===== config.mk =====
export PLATFORM = sky130hd
export DESIGN_NAME = parity_rx
export DESIGN_NICKNAME = d
export VERILOG_FILES = /design/src/rtl/parity_rx.sv
export SDC_FILE = /design/constraint.sdc
export NUM_CORES = 1
export LEC_CHECK = 0
export CORE_ASPECT_RATIO = 0.8
export CORE_MARGIN = 2
export CORE_UTILIZATION = 30
export CTS_CLUSTER_SIZE = 8
export DETAILED_ROUTE_END_ITERATION = 8
export SYNTH_ARGS = -nofsm -noshare
export SYNTH_HDL_FRONTEND = slang
export SYNTH_SLANG_ARGS = --single-unit

===== constraint.sdc =====
create_clock -name clk -period 1.9 [get_ports clk]
set_input_delay 0.57 -clock clk [delete_from_list [all_inputs] [get_ports clk]]
set_output_delay 0.57 -clock clk [all_outputs]
set_load 0.01 [all_outputs]

===== src/rtl/parity_rx.sv =====
// rtl/parity_rx.sv - serial start/data/parity/stop frame receiver with parity and framing checks
module parity_rx #(
   parameter int DATA_W       = 8,
   parameter int CLKS_PER_BIT = 16,
   parameter int PARITY_ODD   = 0
) (
   input  logic              clk,
   input  logic              rst_n,
   input  logic              sin,
   output logic [DATA_W-1:0] dout,
   output logic              valid,
   output logic              parity_err,
   output logic              frame_err,
   output logic              busy
);

   localparam int CNT_W = $clog2(CLKS_PER_BIT);
   localparam int IDX_W = (DATA_W > 1) ? $clog2(DATA_W) : 1;
   localparam logic [CNT_W-1:0] BIT_END  = CNT_W'(CLKS_PER_BIT - 1);
   localparam logic [CNT_W-1:0] HALF_END = CNT_W'(CLKS_PER_BIT / 2 - 1);
   localparam logic [IDX_W-1:0] LAST_IDX = IDX_W'(DATA_W - 1);
   localparam logic             ODD      = (PARITY_ODD != 0);

   typedef enum logic [2:0] {IDLE, START, DATA, PARITY, STOP, BRK} state_t;

   state_t            state;
   logic              sin_m;
   logic              sin_s;
   logic [CNT_W-1:0]  cnt;
   logic [IDX_W-1:0]  bit_idx;
   logic [DATA_W-1:0] shift;
   logic              acc;
   logic              perr;
   logic              half_hit;
   logic              bit_hit;

   assign half_hit = (cnt == HALF_END);
   assign bit_hit  = (cnt == BIT_END);

   // Line idles high, so the synchroniser resets to 1 to avoid a false start.
   always_ff @(posedge clk or negedge rst_n) begin
      if (!rst_n) begin
         sin_m <= 1'b1;
         sin_s <= 1'b1;
      end else begin
         sin_m <= sin;
         sin_s <= sin_m;
      end
   end

   always_ff @(posedge clk or negedge rst_n) begin
      if (!rst_n) begin
         state      <= IDLE;
         cnt        <= '0;
         bit_idx    <= '0;
         shift      <= '0;
         acc        <= 1'b0;
         perr       <= 1'b0;
         dout       <= '0;
         valid      <= 1'b0;
         parity_err <= 1'b0;
         frame_err  <= 1'b0;
         busy       <= 1'b0;
      end else begin
         valid <= 1'b0;
         case (state)
            IDLE: begin
               cnt <= '0;
               if (!sin_s) begin
                  state <= START;
                  busy  <= 1'b1;
               end
            end
            // Half-bit wait puts every later sample at a bit centre.
            START: begin
               if (half_hit) begin
                  cnt <= '0;
                  if (!sin_s) begin
                     state   <= DATA;
                     bit_idx <= '0;
                     acc     <= 1'b0;
                  end else begin
                     state <= IDLE;
                     busy  <= 1'b0;
                  end
               end else begin
                  cnt <= cnt + 1'b1;
               end
            end
            DATA: begin
               if (bit_hit) begin
                  cnt            <= '0;
                  shift[bit_idx] <= sin_s;
                  acc            <= acc ^ sin_s;
                  if (bit_idx == LAST_IDX) begin
                     state <= PARITY;
                  end else begin
                     bit_idx <= bit_idx + 1'b1;
                  end
               end else begin
                  cnt <= cnt + 1'b1;
               end
            end
            PARITY: begin
               if (bit_hit) begin
                  cnt   <= '0;
                  perr  <= ((acc ^ sin_s) != ODD);
                  state <= STOP;
               end else begin
                  cnt <= cnt + 1'b1;
               end
            end
            STOP: begin
               if (bit_hit) begin
                  cnt        <= '0;
                  dout       <= shift;
                  parity_err <= perr;
                  frame_err  <= ~sin_s;
                  valid      <= 1'b1;
                  if (sin_s) begin
                     state <= IDLE;
                     busy  <= 1'b0;
                  end else begin
                     state <= BRK;
                  end
               end else begin
                  cnt <= cnt + 1'b1;
               end
            end
            // A held-low line must go high before another start is accepted.
            BRK: begin
               cnt <= '0;
               if (sin_s) begin
                  state <= IDLE;
                  busy  <= 1'b0;
               end
            end
            default: begin
               state <= IDLE;
               busy  <= 1'b0;
            end
         endcase
      end
   end

endmodule


### Word level (Yosys, flattened, before mapping)

Cells that the tools add are included.

* memory bits (writable): 0
* latch bits: 0
* memory bits (read-only): 0
* logic and storage cells: 83
* memories: 0
* register bits: 34
* bits of input ports: 3
* output and inout port bits: 12

* shift operators: 0
* multiplexer cells: 32
* bitwise operators: 3
* add/sub/neg operators: 2
* div/mod/pow operators: 0
* reductions and logical operators: 14
* order comparisons: 2
* $mul: 0
* equal/unequal tests: 17

Operator list (count)
* two-way mux 3 bit: 12
* inequality test 2 bit (second input constant): 9
* case mux 3 bit (6 select lines): 1
* case mux 4 bit (3 select lines): 1
* two-way mux 1 bit: 10
* == test 3 bit (second input constant): 3
* bitwise mux 8 bit: 1
* two-way mux 4 bit: 2
* AND reduction 4 bit: 2
* AND reduction 7 bit: 1
* == test 3 x 2 -> 1 bit (second input constant): 2
* case mux 3 bit (2 select lines): 1
* AND reduction 2 bit: 3
* case mux 1 bit (5 select lines): 1
* AND reduction 5 bit: 1
* adder 4 x 1 -> 4 bit (second input constant): 1
* == test 4 x 3 -> 1 bit (second input constant): 1
* == test 4 bit (second input constant): 1
* less-than comparator 3 x 4 -> 1 bit (second input constant): 1
* OR reduction 2 bit: 2
* adder 3 x 1 -> 3 bit (second input constant): 1
* demux 1 bit (select 3 bit): 1
* == test 3 x 1 -> 1 bit (second input constant): 1
* greater-or-equal comparator 3 x 1 -> 1 bit (second input constant): 1
* other kinds (9): 10

### Depth between registers and ports, before layout

* word-level depth: 5
* gate-level depth with buffers: 7

### Worst setup path before layout

OpenSTA, ideal clock, no wires.

* kind: register to register
* start point: register cnt[0]
* end point: register shift[5]
* slack: 0.280 ns
* clock period less this slack: 1.620 ns
* buffers on the path: 1
* arrival: 1.492 ns
* data required time: 1.772 ns
* stages on the path, launching flop included: 7
* path through: dfrtp_1 -> ha_1 -> and3_1 -> buf_6 -> nand2_2 -> nor3_1 -> mux2_1

* cells in the longest elaborated chain, start to end: 2

RTL lines
* start: declaration: RTL line 29 `logic [CNT_W-1:0] cnt;`
* start signal: assignment: RTL line 87 `cnt <= cnt + 1'b1;`
* start signal: assignment: RTL line 101 `cnt <= cnt + 1'b1;`
* start signal: assignment: RTL line 110 `cnt <= cnt + 1'b1;`
* == test 4 bit: RTL line 38 `assign bit_hit = (cnt == BIT_END);`
* AND reduction 2 bit (no line)
* end signal: indexed assignment: RTL line 93 `shift[bit_idx] <= sin_s;`
* end: declaration: RTL line 31 `logic [DATA_W-1:0] shift;`

Every way passes these cells.
A chain may end at the register's enable or synchronous reset.

### Final worst setup path

* start point: register dout[7]
* end point: output dout[7]

RTL lines
* start: declaration: RTL line 10 `output logic [DATA_W-1:0] dout,`
* start signal: assignment: RTL line 116 `dout <= shift;`

No word-level cell between the ends.

==> results.toml <==
[outcome]
status = "finished, final reports clean"

[timing]
rsz0062_at_grt = "no"
max_slew_margin_pct = 67.7
slew_viol_final = 0
fin_ws_ps = 137
tightest_slew_ps = 484
setup_tns_ps = 0
period_needed_ps = 1760
setup_viol = 0
period_share_pct = 92.8
hold_viol = 0
fin_worst_skew_ps = 8.01
clock.fmax_ghz = 0.567

[critical_path]
worst_path_max_delay_cell = "clkdlybuf4s50_1"
cp-end-kind = "output pin"
critPathMaxFanout = 2
critical_path_class = "register to output pin"
crit_family = "buffers and inverters"
arrival_ps = 1190
crit_chain = "clkdlybuf4s50_1"
start_kind = "register"
cpPeakStageDelay_ps = 540
cp_num_buf_inv = 1
critPathRequiredTime_ps = 1330

[clock_network]
insertion_delay_ps = 290
clockBufferDepth = 2
clock_sinks = 34
htree_levels = 2
cts_made_buffers = 5
holdBufCountCts = 0
post_cts_buffers = 0
cts_tree = "done"
root_buffer = "clkbuf_8"
clk_pin_slew_worst_paths_ps = 80
cts_resized = 0

[cells_and_area]
final_common_cell = "dfrtp_1"
final_cell_mix = "32 x dfrtp_1, 13 x clkdlybuf4s50_1, 10 x a21oi_1, 10 x mux2_1, 10 x o21ai_0"
synthToLayoutAreaGrowth_pct = 18.1
diodes = 0
nets = 190
fin_cells = 266
final_area_um2 = 2130
drive_gt1_share_pct = 21.6

[floorplan]
fp.dieH_um = 73.3
num_rows = 25
die-area_um2 = 6640
io_pins = 15
coreArea_um2 = 5850
die_w_um = 90.6
start_util_pct = 30.8

[power_and_ir_drop]
total_power_uw = 2300
powerDensity_nw_per_um2 = 1080
ir_worst_vdd_uv = 694
leakage_uw = 0.000993

[drt]
routed_wl_mm = 3.77
drcViolationCount = 0
via_per_inst = 4.90
wl_per_cell_um = 14.2
vias = 1304
dr.pass1.iters = 4
drtAntennaViolNets = 0
dr.first_iter.drc_count = 187

[placed_design]
post-place-cells = 258
hpwl_mm = 2.60
place_congestion = 0.803
port_buffers = 14
pre_cts_slack_ps = 194
dpl-instance-area_um2 = 2040

[global_routing]
antenna_found_initial = 0
grtUsageMet1_pct = 18.9
globalRouteOverflowTotal = 0
grtUsageMet3_pct = 2.77
grt_pass1_vias = 1339
grt_usage_pct = 12.9
grt_util_met2_pct = 17.9
grt_max_degree = 19
gr-max-usage-layer = "met1"
grt_first_pass_wirelength_mm = 6.64

[synthesis]
yosysSeqAreaShare_pct = 47.4
syn_avg_cell_area_um2 = 10.8
syn_nets = 172
synth_seq_cells = 34
synthCells = 166
netlist_area_um2 = 1800
yosysUniqueCellTypes = 45
async_reset_ff_share_pct = 100
synth-edff-count = 0
ys.flop_type = "dfrtp_1"
synth_warnings = 0

[hold_path]
min_path_type = "primary input to async pin"

[job]
cap_violations = 0
==> stage by stage <==
step	utilization [%]	hold WS, ps
2_1_floorplan	-	274
5_1_grt	36.4	252
6_report	36.4	225
3_5_place_dp	34.8	347
4_1_cts	36.4	236
3_3_place_gp	34.8	345
==> final timing paths <==
| check | start | end | slack, ps | cells after the start |
|---|---|---|---|---|
| setup / recovery | dout[7]$_DFFE_PN0P_ | dout[7] | 140 | 1 |
| hold / removal | rst_n | shift[2]$_DFFE_PN0P_ | 220 | 1 |
| setup reg to reg | cnt[0]$_DFFE_PN0P_ | shift[5]$_DFFE_PN0P_ | 150 | 5 |
| hold reg to reg | sin_m$_DFF_PN1_ | sin_s$_DFF_PN1_ | 360 | 0 |
| max in group asynchronous | rst_n | shift[5]$_DFFE_PN0P_ | 1210 | 2 |
| min in group clk | sin_m$_DFF_PN1_ | sin_s$_DFF_PN1_ | 360 | 0 |
==> state kept, by name, summed over array words and instances (netlist names), 3 cells and up <==
signal   cells
shift        8
dout         8
state        3
bit_idx      3
cnt          4
==> power breakdown <==
part	leakage, µW	switching (µW)	total (µW)	internal (µW)
Combinational	0.000497	444	785	341
Clock	0.0000441	293	550	257
Sequential	0.000452	135	964	829
Total	0.000993	872	2300	1430
==> per-layer routing <==
layer	up-vias	wire length, µm	part of all wire [%]
met5	-	0	0
met4	0	68	1.8
met3	8	250	6.6
met2	47	1490	39
met1	624	1970	52
li1	625	-	-
==> synth_stat cells (all sizes together), types with 2 or more instances <==
master | n | area (µm²)
a21oi | 10 | 50.1
a31o | 2 | 17.5
and3 | 5 | 31.3
buf | 12 | 83.8
dfrtp | 32 | 801
dfstp | 2 | 52.6
ha | 3 | 37.5
inv | 5 | 18.8
mux2 | 19 | 240
mux2i | 2 | 20.0
nand2 | 12 | 57.6
nand2b | 3 | 18.8
nand3 | 5 | 25.0
nand3b | 2 | 15.0
nand4 | 2 | 12.5
nor2 | 7 | 33.8
nor2b | 5 | 31.3
nor3 | 7 | 35.0
nor4 | 4 | 31.3
o21ai | 10 | 50.1
o31ai | 2 | 15.0
==> area by class of cell <==
type	count	area [µm²]
tap	81	101
clock inverter	3	21.3
timing repair buffer	24	223
clock buffer	5	68.8
sequential	34	853
inverter	5	18.8
multi-input combinational	114	841
fill	611	3720
==> kinds of logic (layout without fill, tap and decap cells) <==
group           after synthesis  after routing  synth area share [%]
xor+xnor                      2              2                 0.973
simple gates                 58             58                  19.0
compound gates               30             30                  10.2
buf+inv                      18             37                  5.91
mux                          21             21                  14.5
flops                        34             34                  47.4
fa+ha+maj                     3              3                  2.09
Power figures use the tool's default switching activity.
